## src/rtl/ctrl_fsm_param.sv

```systemverilog
// ctrl_fsm_param
//   Multi-cycle control unit for the simple processor datapath. It decodes the
//   instruction register and sequences register-file loads, bus mux selects and
//   ALU controls. Instruction and data reads wait on a mem_ready handshake, with
//   an optional timeout that parks the FSM in a sticky bus-error state.
//
// Ports
//   clk, reset_n      clock, asynchronous active-low reset
//   run               start/continue execution (sampled on instruction boundaries)
//   IR_out            current instruction word
//   flag_out          ALU flags {cout, n, z}
//   mem_ready         memory read data valid / access accepted
//   IR_in .. DOUT_in  datapath register loads
//   R_in              one-hot register-file loads (R[NREG-1] is the PC)
//   pc_incr, W_wr     PC increment, memory write strobe
//   sel               bus mux: Ri, NREG=immediate, NREG+1=G, NREG+2=DIN
//   op, add_sub_ctrl  ALU function select
//   done              last cycle of an instruction
//   bus_err           sticky memory timeout
//   instr_count       retired-instruction counter (wraps)
module ctrl_fsm_param #(
    parameter int IW          = 16,
    parameter int RAW         = 3,
    parameter int MEM_TIMEOUT = 15,
    parameter int CNT_W       = 16
) (
    input  logic                clk,
    input  logic                reset_n,
    input  logic                run,
    input  logic [IW-1:0]       IR_out,
    input  logic [2:0]          flag_out,
    input  logic                mem_ready,
    output logic                IR_in,
    output logic                A_in,
    output logic                G_in,
    output logic                flag_in,
    output logic                ADDR_in,
    output logic                DOUT_in,
    output logic [(2**RAW)-1:0] R_in,
    output logic                pc_incr,
    output logic                W_wr,
    output logic [RAW:0]        sel,
    output logic [1:0]          op,
    output logic                add_sub_ctrl,
    output logic                done,
    output logic                bus_err,
    output logic [CNT_W-1:0]    instr_count
);

    localparam int NREG = 2 ** RAW;
    localparam int SW   = RAW + 1;
    localparam int TW   = (MEM_TIMEOUT > 1) ? $clog2(MEM_TIMEOUT) : 1;
    localparam logic [TW-1:0] TO_LAST = TW'((MEM_TIMEOUT > 0) ? MEM_TIMEOUT - 1 : 0);

    localparam logic [SW-1:0] SEL_PC  = SW'(NREG - 1);
    localparam logic [SW-1:0] SEL_IR  = SW'(NREG);
    localparam logic [SW-1:0] SEL_G   = SW'(NREG + 1);
    localparam logic [SW-1:0] SEL_DIN = SW'(NREG + 2);

    typedef enum logic [3:0] {
        S_IDLE, S_FETCH, S_IWAIT, S_DECODE, S_EX1, S_DWAIT, S_EX2, S_EX3, S_HALT
    } state_e;

    // Opcode 001 is MVT when imm=1 and a conditional branch when imm=0.
    typedef enum logic [2:0] {
        OP_MV = 3'b000, OP_MVT = 3'b001, OP_ADD = 3'b010, OP_SUB = 3'b011,
        OP_LD = 3'b100, OP_ST  = 3'b101, OP_AND = 3'b110, OP_CMP = 3'b111
    } opcode_e;

    state_e            state_q, state_d;
    logic [TW-1:0]     timeoutCnt_q, timeoutCnt_d;
    logic [CNT_W-1:0]  instrCount_q;

    opcode_e           inst;
    logic              imm;
    logic [RAW-1:0]    rx, ry;
    logic [NREG-1:0]   rxOneHot;
    logic [SW-1:0]     selRx, selRy;
    logic              branchTaken;
    logic              waitExpire;
    logic              unusedIr;

    assign inst     = opcode_e'(IR_out[IW-1 -: 3]);
    assign imm      = IR_out[IW-4];
    assign rx       = IR_out[IW-5 -: RAW];
    assign ry       = IR_out[RAW-1:0];
    assign rxOneHot = NREG'(1) << rx;
    assign selRx    = {1'b0, rx};
    assign selRy    = {1'b0, ry};

    // Immediate bits between RX and RY are consumed by the datapath, not here.
    assign unusedIr = ^IR_out;

    // Branch condition chosen by the RX field; flag_out is {cout, n, z}.
    always_comb begin
        branchTaken = 1'b0;
        case (int'(rx))
            0:       branchTaken = 1'b1;
            1:       branchTaken = flag_out[0];
            2:       branchTaken = !flag_out[0];
            3:       branchTaken = !flag_out[2];
            4:       branchTaken = flag_out[2];
            5:       branchTaken = !flag_out[1];
            6:       branchTaken = flag_out[1];
            default: branchTaken = 1'b0;
        endcase
    end

    // A ready response in the expiring cycle still wins over the timeout.
    assign waitExpire = (MEM_TIMEOUT != 0) && !mem_ready && (timeoutCnt_q == TO_LAST);

    // Next state and all datapath controls. Everything defaults to inactive so
    // each state only names the controls it actually drives; HALT drives none.
    always_comb begin
        state_d      = state_q;
        IR_in        = 1'b0;
        A_in         = 1'b0;
        G_in         = 1'b0;
        flag_in      = 1'b0;
        ADDR_in      = 1'b0;
        DOUT_in      = 1'b0;
        R_in         = '0;
        pc_incr      = 1'b0;
        W_wr         = 1'b0;
        sel          = '0;
        op           = 2'b00;
        add_sub_ctrl = 1'b0;
        done         = 1'b0;

        case (state_q)
            S_IDLE: if (run) state_d = S_FETCH;
            S_FETCH: begin
                sel     = SEL_PC;
                ADDR_in = 1'b1;
                pc_incr = 1'b1;
                state_d = S_IWAIT;
            end
            S_IWAIT: begin
                if (mem_ready)       state_d = S_DECODE;
                else if (waitExpire) state_d = S_HALT;
            end
            S_DECODE: begin
                IR_in   = 1'b1;
                state_d = S_EX1;
            end
            S_EX1: begin
                case (inst)
                    OP_MV: begin
                        sel  = imm ? SEL_IR : selRy;
                        R_in = rxOneHot;
                        done = 1'b1;
                    end
                    OP_MVT: begin
                        if (imm) begin
                            sel  = SEL_IR;
                            R_in = rxOneHot;
                            done = 1'b1;
                        end else begin
                            // Branch: latch PC into A; a not-taken branch ends here.
                            sel  = SEL_PC;
                            A_in = 1'b1;
                            if (branchTaken) state_d = S_EX2;
                            else             done    = 1'b1;
                        end
                    end
                    OP_ADD, OP_SUB, OP_AND, OP_CMP: begin
                        sel     = selRx;
                        A_in    = 1'b1;
                        state_d = S_EX2;
                    end
                    OP_LD: begin
                        sel     = selRy;
                        ADDR_in = 1'b1;
                        state_d = S_DWAIT;
                    end
                    OP_ST: begin
                        sel     = selRy;
                        ADDR_in = 1'b1;
                        state_d = S_EX2;
                    end
                endcase
            end
            S_DWAIT: begin
                if (mem_ready)       state_d = S_EX3;
                else if (waitExpire) state_d = S_HALT;
            end
            S_EX2: begin
                case (inst)
                    OP_ADD, OP_SUB, OP_AND, OP_CMP: begin
                        sel          = imm ? SEL_IR : selRy;
                        G_in         = 1'b1;
                        flag_in      = 1'b1;
                        add_sub_ctrl = (inst == OP_SUB) || (inst == OP_CMP);
                        op           = (inst == OP_AND) ? 2'b01 : 2'b00;
                        // CMP only updates flags, so there is no writeback cycle.
                        if (inst == OP_CMP) done    = 1'b1;
                        else                state_d = S_EX3;
                    end
                    OP_ST: begin
                        // Posted write: no handshake needed for stores.
                        sel     = selRx;
                        DOUT_in = 1'b1;
                        W_wr    = 1'b1;
                        done    = 1'b1;
                    end
                    OP_MVT: begin
                        sel     = SEL_IR;
                        G_in    = 1'b1;
                        state_d = S_EX3;
                    end
                    default: state_d = S_IDLE;
                endcase
            end
            S_EX3: begin
                case (inst)
                    OP_ADD, OP_SUB, OP_AND: begin
                        sel  = SEL_G;
                        R_in = rxOneHot;
                        done = 1'b1;
                    end
                    OP_MVT: begin
                        sel  = SEL_G;
                        R_in = NREG'(1) << (NREG - 1);
                        done = 1'b1;
                    end
                    OP_LD: begin
                        sel  = SEL_DIN;
                        R_in = rxOneHot;
                        done = 1'b1;
                    end
                    default: state_d = S_IDLE;
                endcase
            end
            S_HALT:  state_d = S_HALT;
            default: state_d = S_IDLE;
        endcase

        // Run/stop is only honoured between instructions.
        if (done) state_d = run ? S_FETCH : S_IDLE;
    end

    // Timeout counter restarts on every entry to a wait state because it is
    // held at zero whenever the FSM is anywhere else.
    always_comb begin
        timeoutCnt_d = '0;
        if ((state_q == S_IWAIT || state_q == S_DWAIT) && !mem_ready && !waitExpire)
            timeoutCnt_d = timeoutCnt_q + TW'(1);
    end

    // State, timeout and retired-instruction registers.
    always_ff @(posedge clk or negedge reset_n) begin
        if (!reset_n) begin
            state_q      <= S_IDLE;
            timeoutCnt_q <= '0;
            instrCount_q <= '0;
        end else begin
            state_q      <= state_d;
            timeoutCnt_q <= timeoutCnt_d;
            if (done) instrCount_q <= instrCount_q + CNT_W'(1);
        end
    end

    assign instr_count = instrCount_q;
    assign bus_err     = (state_q == S_HALT);

endmodule
```

## config.mk

```make
export PLATFORM = sky130hd
export DESIGN_NAME = ctrl_fsm_param
export DESIGN_NICKNAME = d
export VERILOG_FILES = /design/src/rtl/ctrl_fsm_param.sv
export SDC_FILE = /design/constraint.sdc
export NUM_CORES = 1
export LEC_CHECK = 0
export ABC_AREA = 1
export CORE_MARGIN = 2
export CORE_UTILIZATION = 42
export CTS_CLUSTER_SIZE = 25
export DETAILED_ROUTE_END_ITERATION = 10
export PLACE_DENSITY_LB_ADDON = 0.2
export SLEW_MARGIN = 20
export SYNTH_ARGS = -nofsm -noshare
export SYNTH_HDL_FRONTEND = slang
export SYNTH_SLANG_ARGS = --single-unit
```

## constraint.sdc

```tcl
create_clock -name clk -period 1.35 [get_ports clk]
set_input_delay 0.27 -clock clk [delete_from_list [all_inputs] [get_ports clk]]
set_output_delay 0.27 -clock clk [all_outputs]
set_load 0.02 [all_outputs]
```

## After elaboration in Yosys (flattened, before gate mapping)

Cells that the tools add are included.
W data, S select, Z words.

| word-level totals | value |
|---|---|
| register bits after elaboration | 24 |
| input port bits | 23 |
| output and inout port bits | 41 |
| logic and storage cells | 106 |

| cells by class | value |
|---|---|
| add/subtract/negate cells | 2 |
| eq/ne operators | 29 |
| shift-type cells | 1 |
| multiplexer cells | 50 |
| reduce and logical (&&, ||, !) cells | 21 |

Operators by type and width:

| operator | number |
|---|---|
| $mux W4 | 12 |
| $pmux W8 S2 | 3 |
| $pmux W4 S3 | 3 |
| $pmux W4 S9 | 1 |
| $pmux W4 S4 | 2 |
| $eq A3 B3 Y1 const B | 7 |
| $mux W1 | 21 |
| $add A16 B1 Y16 const B | 1 |
| $eq A4 B3 Y1 const B | 4 |
| $reduce_or A5 Y1 | 3 |
| $eq A3 B2 Y1 const B | 4 |
| $ne A4 B4 Y1 const B | 3 |
| $reduce_or A4 Y1 | 3 |
| $ne A3 B3 Y1 const B | 3 |
| $eq A4 B2 Y1 const B | 2 |
| $eq A4 B4 Y1 const B | 2 |
| $mux W8 | 1 |
| $pmux W1 S2 | 4 |
| $pmux W4 S2 | 1 |
| $shl A1 B3 Y8 const A | 1 |
| $pmux W1 S7 | 1 |
| $reduce_and A7 Y1 | 1 |
| $eq A3 B1 Y1 const B | 2 |
| $logic_not A3 Y1 | 2 |
| 9 further kinds | 16 |

## Longest topological paths before layout

| depth | value |
|---|---|
| depth in word-level cells | 8 |
| mapped depth | 14 |
| gate-level depth less buffers | 12 |

## Worst setup path before layout

Ideal clock, no wire load.

| timing path | value |
|---|---|
| path type | register to output |
| start point | register state_q[1] |
| end point | output port R_in[1] |
| arrival time | 1657 ps |
| required time | 1080 ps |
| setup slack | -577 ps |
| stages on the path, launching flop included | 6 |
| cell sequence | dfrtp_1 > nor2_1 > nand2_1 > nor3_1 > a31oi_2 > nor4_1 |

| between the ends | value |
|---|---|
| longest elaborated chain between the ends | 2 |
| elaborated cells on any way between the ends | 3 |
| classes of those cells | eq/ne: 2; mux: 1 |

Ends and longest elaborated chain:

| element | line | text |
|---|---|---|
| start: declaration | 70 | `state_e state_q, state_d;` |
| start signal: assignment | 257 | `state_q <= state_d;` |
| $eq A4 B3 Y1 | 130 | `case (state_q)` |
| $pmux W8 S2 (*) | 130 |  |
| end: declaration | 39 | `output logic [(2**RAW)-1:0] R_in,` |

Mark *: on every way between the ends. The rest lies on a longest branch, timed or not.

## Worst setup path after layout

| timing path | value |
|---|---|
| start point | register state_q[3] |
| end point | output port R_in[6] |

The elaborated chain is that of the path after synthesis.

==> qor.tcl <==
set qor(worst_setup_hold_path_clk_slew_ns) 0.10
set qor(synth_xor_xnor_area_share_pct) 5.81
set qor(switching_power_of_the_nets_mw) 2.39
set qor(wl_met1_mm) 3.11
set qor(globalRoute.totalOverflow) 0
set qor(fin_ws_ns) -0.715
set qor(placed_cells_incl_taps) 461
set qor(antenna_violations_before_repair) 0
set qor(unrepaired_setup_endpoints_after_global_routing) {true}
set qor(route.detailed.wl_per_inst_microns) 16.9
set qor(cells_after_synth) 287
set qor(floorplan.rows) 24
set qor(post_synth_num_cell_types) 35
set qor(crit_path_cell_trace) {nor2_4 -> nand2_4 -> nor3_4 -> a31oi_4 -> buf_6 -> nor4_4 -> buf_4}
set qor(internal_power_mw) 2.88
set qor(run_status) {complete, but fails checks}
set qor(clock_insertion_delay_worst_skew_ns) 0.29
set qor(dpl_worst_slack_ns) -1.20
set qor(synth.yosys.seq_area_share_pct) 31.0
set qor(reg2reg_to) {instr_count[15]}
set qor(finalWorstPathRequiredPeriod_ns) 2.07
set qor(initial_utilization_pct) 43.9
set qor(drt.antenna.violating_nets) 0
set qor(setup.reg_to_reg.worst_slack_ns) -0.61
set qor(multi_input_comb_area_sq_um) 1470
set qor(synth_area_leaders) {sky130_fd_sc_hd__dfrtp_1 (31%), sky130_fd_sc_hd__nand2_1 (14%), sky130_fd_sc_hd__inv_1 (6.4%), sky130_fd_sc_hd__nor2_1 (6.4%), sky130_fd_sc_hd__nand3_1 (5.9%)}
set qor(dr.pass1.iters) 6
set qor(synthesis.area_per_instance_sq_um) 6.75
set qor(fmax_ghz) 0.484
set qor(power_leakage_nw) 1.86
set qor(buffer_ports.inserted) 56
set qor(largest_voltage_drop_on_the_vdd_net_mv) 1.09
set qor(worst_path_buf_inv) 2
set qor(clock_tree.buffer_depth) 2
set qor(cts_sinks) 24
set qor(hp-class) {input port to asynchronous set/reset pin}
set qor(timing.final.setup_violations) 48
set qor(launching_element_type_of_the_critical_path) {register}
set qor(hold_viol) 0
set qor(met2WireLength_mm) 4.30
set qor(dpl.hpwl_mm) 4.68
set qor(syn2layout_area_growth_pct) 97.2
set qor(slowest_stage_cell_crit_path) {sky130_fd_sc_hd__dfrtp_1}
set qor(die_area_sq_um) 5170
set qor(path_delay_family) {simple AND/OR/NAND/NOR gates}
set qor(layout-drive-gt1-share_pct) 47.5
set qor(worstPathRequired_ns) 1.08
set qor(final.setup_skew_ns) 0.0137
set qor(layout.cells.most_common) {sky130_fd_sc_hd__buf_4}
set qor(pwr-share-comb_pct) 68.4
set qor(cp_data_arrival_time_ns) 1.80
set qor(num_antenna_cells) 0
set qor(die_h_microns) 71.9
set qor(numCtsBuffers) 3
set qor(synth_compound_gate_area_share_pct) 9.62
set qor(postSynthRegisterBits) 24
set qor(yosys.area.top_type_share_pct) 31.0
set qor(slew_violations) 0
set qor(ios) 64
set qor(sw_frac_of_total_pct) 45.4
set qor(worstPathMaxFanout) 6
set qor(largest_net_degree_at_the_start_of_global_routing) 25
set qor(floorplan.die.width_microns) 71.9
set qor(finish.cell_count_without_fillers) 490
set qor(top_layer_used) {met4}
set qor(synth.mux.area_fraction_pct) 0
set qor(max-cap-violations) 0
set qor(synth_simple_gate_area_share_pct) 39.7
set qor(mappedNetlistArea_sq_um) 1940
set qor(most-common-layout-cells) {sky130_fd_sc_hd__buf_4 (85), sky130_fd_sc_hd__nand2_1 (62), sky130_fd_sc_hd__buf_6 (32), sky130_fd_sc_hd__inv_1 (28)}
set qor(power-per-cell-area_nw_per_um2) 1380
set qor(initial_drc_count) 217
set qor(cts.htree.levels) 1
set qor(placer_congestion) 0.915
set qor(wire_length_of_the_first_global_routing_pass_mm) 12.5
set qor(finalWirelength_mm) 8.30
set qor(ctsRootBufferMaster) {sky130_fd_sc_hd__clkbuf_8}
set qor(grt_usage_pct) 30.6
set qor(clockPowerShare_pct) 9.8
set qor(drt_drc_violations_left) 0
set qor(grt_pass1_vias) 2721
set qor(sequential_cell_area_sq_um) 604
set qor(synth_top_family_by_area) {simple AND/OR/NAND/NOR gates}
set qor(num-fill-cells) 220
set qor(totalPowerFinal_mw) 5.27
set qor(timing.final.crit_share_pct) 153
set qor(reg2reg_from) {state_q[3]}
set qor(tritoncts) {built}
set qor(post_drt_via_cell_ratio) 5.63
set qor(synth.net_count) 313
set qor(timing.critical_path.slowest_cell_delay_ns) 0.46
set qor(nets) 465
set qor(route.vias.total) 2761
set qor(power_frac_seq_pct) 21.8
set qor(yosysTopAreaCell) {sky130_fd_sc_hd__dfrtp_1}
set qor(path_class) {register to output pin}
set qor(reg2regPathDepth) 13
set qor(synthesis.yosys.warnings) 0
set qor(hold_buffers) 0
set qor(synth_adder_area_share_pct) 1.94
set qor(wl_met3_microns) 498
set qor(coreArea_sq_um) 4410
set qor(failed_checks) {setup timing}
set qor(crit_path_end_kind) {output pin}
-- power groups by stage --
| stage | clock network, mW | logic, mW | registers [mW] |
|---|---|---|---|
| final | 0.517 | 3.60 | 1.15 |
| after global routing | 0.536 | 3.81 | 1.17 |
| after CTS | 0.513 | 3.28 | 1.13 |
| after detailed placement | 0 | 2.82 | 1.14 |
| after global placement | 0 | 2.74 | 1.14 |
| after floorplan | 0 | 1.26 | 1.33 |
-- registers in the layout, indices dropped and copies added (netlist names) --
name	count
instr_count	16
state_q	4
timeoutCnt_q	4
-- Yosys cell counts, drive strengths merged --
cell type and n:
o21ai 12, a211oi 1, nor2 37, buf 8, xnor2 1, o221ai 3
dfrtp 24, nand2 77, a31o 1, o22ai 3, conb 1, inv 41
nor4 4, o211ai 2, nor3 14, or2 1, nand3b 4, a21oi 5
xor2 11, nand3 24, nand4 8, o2111ai 1, a31oi 1, ha 3
-- cells by family (layout without fill, tap and decap cells) --
family,Yosys count,count (layout)
adders and majority gates,3,3
AOI/OAI and AO/OA,29,29
xor gates and xnor gates,12,12
buffers and inverters,49,200
DFF,24,24
other,1,1
and+or+nand+nor,169,169
-- layout make-up --
type,instances,area share (%)
clock buffer,4,1.44
inverter,41,4.75
multi-input combinational,214,38.5
sequential,24,15.8
tap,52,1.70
timing repair buffer,155,37.8
-- routing by layer --
layer,global-route usage (%),vias up
met4,12.8,0
met1,36.0,1343
li1,-,1241
met5,0,-
met2,54.0,132
met3,6.39,45
-- stage by stage --
| step | hold WS, ns | setup TNS, ns | instance area, sq um | utilization (%) |
|---|---|---|---|---|
| final | 0.337 | -24.80 | 3820 | 86.6 |
| after global routing | 0.382 | -27.20 | 3820 | 86.6 |
| after CTS | 0.356 | -20.19 | 3690 | 83.6 |
| after detailed placement | 0.536 | -37.61 | 3260 | 73.8 |
| after global placement | 0.519 | -35.53 | 3260 | 73.8 |
| after floorplan | -0.0256 | -3.71 | 2150 | - |
-- worst max-delay path by stage --
stage / start / slack (ns) / to / cells past startpoint
finish: state_q[3] / -0.72 / R_in[6] / 7
global route: state_q[2] / -0.79 / R_in[6] / 8
floorplan: state_q[1] / -0.33 / R_in[1] / 5
global placement: IR_out[15] / -1.13 / R_in[7] / 7
CTS: state_q[0] / -0.65 / R_in[6] / 8
detailed placement: IR_out[15] / -1.20 / R_in[7] / 7
-- repair_timing --
item / in CTS / in global routing
setup buffers: 18 / 8
resized for setup: 209 / 32
pin swaps: 16 / 7
endpoints found under the setup margin: 64 / 52
cloned: 3 / 0
No activity file was read; power rests on OpenSTA's default activity.
